$ cat config.mk
export PLATFORM = sky130hd
export DESIGN_NAME = adder
export DESIGN_NICKNAME = d
export VERILOG_FILES = /design/src/rtl/adder.sv
export SDC_FILE = /design/constraint.sdc
export NUM_CORES = 1
export LEC_CHECK = 0
export CORE_AREA = 2 2 39 41
export DETAILED_ROUTE_END_ITERATION = 7
export DIE_AREA = 0 0 41 43
export HOLD_SLACK_MARGIN = 0.05
export RECOVER_POWER = 25
export SLEW_MARGIN = 20
export SYNTH_ARGS = -nofsm -noshare
export SYNTH_HDL_FRONTEND = slang
export SYNTH_SLANG_ARGS = --single-unit
$ cat constraint.sdc
create_clock -name clk -period 1.6 [get_ports clk]
set_clock_uncertainty 0.1 [all_clocks]
set_input_delay 0.16 -clock clk [delete_from_list [all_inputs] [get_ports clk]]
set_output_delay 0.16 -clock clk [all_outputs]
set_load 0.1 [all_outputs]
$ cat src/rtl/adder.sv
// Registered WIDTH-bit adder with carry-out, signed overflow and a valid flag, one cycle of latency.
// Define ADDER_SATURATE_EN to clamp sum to all-ones on unsigned carry; default build wraps.
module adder #(
    parameter int WIDTH = 4
) (
    input  logic             clk,
    input  logic             rst,
    input  logic [WIDTH-1:0] A,
    input  logic [WIDTH-1:0] B,
    input  logic             in_valid,
    output logic [WIDTH-1:0] sum,
    output logic             cout,
    output logic             ovf,
    output logic             out_valid
);

    localparam int MSB = WIDTH - 1;

    logic [WIDTH:0]   full_sum;
    logic [WIDTH-1:0] wrap_sum;
    logic [WIDTH-1:0] sum_next;
    logic             carry_next;
    logic             ovf_next;

    // NOTE: every signal written in always_comb gets a value on every path, so no latch is inferred.
    always_comb begin
        full_sum   = {1'b0, A} + {1'b0, B};
        wrap_sum   = full_sum[WIDTH-1:0];
        carry_next = full_sum[WIDTH];
        // Overflow is judged on the unclamped sum even when saturation is enabled.
        ovf_next   = (A[MSB] == B[MSB]) && (wrap_sum[MSB] != A[MSB]);
`ifdef ADDER_SATURATE_EN
        sum_next   = carry_next ? {WIDTH{1'b1}} : wrap_sum;
`else
        sum_next   = wrap_sum;
`endif
    end

    // NOTE: state registers use non-blocking assignments so all flops update together at the edge.
    always_ff @(posedge clk) begin
        if (rst) begin
            sum       <= '0;
            cout      <= 1'b0;
            ovf       <= 1'b0;
            out_valid <= 1'b0;
        end else begin
            out_valid <= in_valid;
            if (in_valid) begin
                sum  <= sum_next;
                cout <= carry_next;
                ovf  <= ovf_next;
            end
        end
    end

endmodule

==> results.yml, run 1 <==
status:
  outcome: "finished clean"
detailed_routing:
  drtIter0Drc: 3
  dr.pass1.iters: 4
  totalWireLength_um: 835
  via_per_inst: 4.558
  drc: 0
  ant_nets: 0
  vias: 392
  post_drt_wl_per_cell_um: 9.709
yosys:
  yosys.area_share.adder: 0.1728
  ys_ff_latch: 7
  syn-num-nets: 59
  syn_area_um2: 405.4
  syn_area_per_cell_um2: 9.428
  synth_xor_area_frac: 0.02160
  synthSimpleGateAreaFrac: 0.2130
  synth_compound_area_frac: 0.1389
  synth_top_family_by_area: "simple AND/OR/NAND/NOR gates"
  netlist_instances: 43
  yosys_warnings: 0
  ys_seq_area_frac: 0.3457
  muxShareOfSynthArea: 0.04938
  yosysUniqueCellTypes: 24
critical_path:
  rr_worst_depth: 2
  r2r_end: "sum[3]"
  crit_path_start_kind: "primary input"
  critPathMaxStageDelay_ns: 0.41
  cp.required_ns: 1.65
  arrival_ns: 1.58
  r2r_start: "sum[3]"
  r2r_slack_ns: 0.57
  critPathLaunch: "A[2]"
  critical_path.slowest_cell: "clkdlybuf4s50_1"
  critical_path.cell_chain: "clkdlybuf4s50_1, ha_1, and3_1, or2_1, o311ai_1"
  crit_path_end_kind: "flop"
  crit_path_max_fanout: 3
  critPathKind: "primary input to flop"
  crit_end: "sum[3]"
timing:
  setup_viol: 0
  layout_min_cycle_time_ns: 1.521
  rsz0062_at_grt: "false"
  slew_violations: 0
  fmax_mhz: 657.5
  max_slew.worst_pin.slew_ns: 0.5402
  finalCritPeriodShare: 0.9506
  max_slew_margin: 0.6414
  fin_setup_tns_ns: 0
  hold_viol_final: 0
floorplan:
  core_area_um2: 1384
  rows: 14
  initial_core_util: 0.2929
  die_h_um: 43
  io-pin-count: 18
  dieArea_um2: 1763
  die_w_um: 41
global_route:
  grt-busiest-layer: "met2"
  gr-usage-met1: 0.1415
  use_met2: 0.1656
  grt_overflow_total: 0
  antenna_found_initial: 0
  grt_pass1_vias: 361
  grt.met3_usage: 0.03141
  grt.total_usage: 0.1245
  grt_max_degree: 11
  grt_pass1_wl_um: 1380
final_layout:
  num-fill-cells: 132
  nNetsFinal: 87
  syn_to_final_growth_pct: 82.41
  antennaDiodeCount: 0
  post_route_cells_drive_above_1_share: 0.3286
  postLayoutCoreUtil: 0.5344
  fin_cells: 86
placed_design:
  gp_congestion: 0.7969
  dpl.hpwl_um: 693.2
  numPortBuffers: 17
  dp_cells: 82
clock_tree:
  postCtsSetupRepairBufs: 0
  numClockSinks: 7
  h-tree-depth: 1
  worstSkewPairLatency_ns: 0.25
  cts_tree: "yes"
  cts.root.buffer_cell: "clkbuf_4"
  cts.path.max_buffers: 2
  cts_buffers: 3
  path_clk_slew_ns: 0.05
flow_run:
  timing.max_cap.violations: 0
pwr:
  p_leak_nw: 0.3388
  total_power_mw: 0.6289
  powerDensity_nw_per_um2: 850.5
  ir_worst_vdd_mv: 0.4357
min_path:
  min_path_type: "primary input to flop"
## flip-flops by register name, summed over array words and instances (netlist names)
signal / flops
cout: 1
out_valid: 1
ovf: 1
sum: 4
## critical path, delay by kind of cell
family	cells	cell delay, ns
buffers and inverters	1	0.41
and+or+nand+nor	2	0.43
adders and majority gates	1	0.33
AOI/OAI and AO/OA	1	0.24
## placed cells by master, fill, tap and decap left out
cell and instances:
buf_4 8, clkdlybuf4s50_1 7, dfxtp_1 6, buf_12 6
nor2_1 4, inv_1 3, ha_1 3, clkbuf_4 3
mux2i_1 2, o21ai_0 2, nor2b_1 2, dlymetal6s2s_1 2
inv_2 1, a211oi_1 1, xnor2_1 1, and3_1 1
a21o_1 1, or2_1 1, nand2_1 1, or3b_2 1
nor3b_1 1, o311ai_1 1, o21ai_1 1, a311oi_1 1
nand2b_1 1, nand4bb_1 1, nor4b_1 1, o221ai_1 1
fa_2 1, ha_2 1, clkbuf_1 1, dlygate4sd3_1 1
clkbuf_2 1, dfxtp_2 1
## cells by family after synthesis
kind of cell	count (synthesis)
fa+ha+maj	5
simple gates	14
mux	2
xor+xnor	1
compound gates	8
buf+inv	6
flops	7
## routing by layer
layer  routed length, um  part of all wire
met1                 385              0.46
met2                 362              0.43
met5                   0                 0
met3                  44             0.053
met4                  42             0.050
## report_power, final
group / switching (mW) / internal [mW] / total [mW]
sequential: 0.0122 / 0.190 / 0.202
clock: 0.0657 / 0.0952 / 0.161
combinational: 0.152 / 0.114 / 0.266
total: 0.230 / 0.399 / 0.629
## worst min-delay path by stage
stage | from | endpoint | slack, ns | depth (start not counted)
6_report | A[0] | sum[0] | 0.20 | 4
5_1_grt | A[0] | sum[0] | 0.22 | 4
4_1_cts | sum[1] | sum[1] | 0.42 | 2
3_5_place_dp | sum[1] | sum[1] | 0.41 | 2
3_3_place_gp | sum[1] | sum[1] | 0.41 | 2
2_1_floorplan | in_valid | sum[3] | 0.27 | 2
## stage by stage
| step | area, um^2 | worst slack, ns | hold slack, ns |
|---|---|---|---|
| detailed placement | 718.2 | -0.2811 | 0.4066 |
| global placement | 718.2 | -0.2394 | 0.4090 |
| global route | 739.5 | 0.02332 | 0.2227 |
| finish | 739.5 | 0.07905 | 0.2029 |
| CTS | 747.0 | 0.03816 | 0.4181 |
| floorplan | 406.6 | 0.1759 | 0.2720 |
## Yosys cell counts (all sizes together)
cell type	number	area share
or3b	1	0.022
and3	1	0.015
or2	1	0.015
dfxtp	7	0.35
nor3b	1	0.019
nand2b	1	0.015
a21o	1	0.019
ha	4	0.12
o221ai	1	0.022
clkbuf	1	0.0093
nand4bb	1	0.028
nor2	4	0.037
xnor2	1	0.022
fa	1	0.049
a211oi	1	0.019
o311ai	1	0.022
nand2	1	0.0093
o21ai	3	0.037
nor4b	1	0.022
buf	1	0.012
inv	4	0.037
mux2i	2	0.049
nor2b	2	0.031
a311oi	1	0.022
## layout make-up
type | count | area [um^2] | share of cell area
timing repair buffer | 25 | 290.3 | 0.3926
clock buffer | 4 | 26.28 | 0.03553
multi-input combinational | 30 | 246.5 | 0.3333
sequential | 7 | 141.4 | 0.1912
tap | 16 | 20.02 | 0.02707
inverter | 4 | 15.01 | 0.02030
## repair_timing
action / 4_1_cts / 5_1_grt
gates resized for setup: 1 / 5
pin swaps: 0 / 4
hold buffers: 0 / 0
setup endpoints to repair: 1 / 1
No activity file was read; power rests on OpenSTA's default activity.
==> run 2, diff against run 1 <==
- HOLD_SLACK_MARGIN: 0.05 -> 0.06
==> results of run 2 <==
Final layout, timing and power as in run 1 (identical DEF).
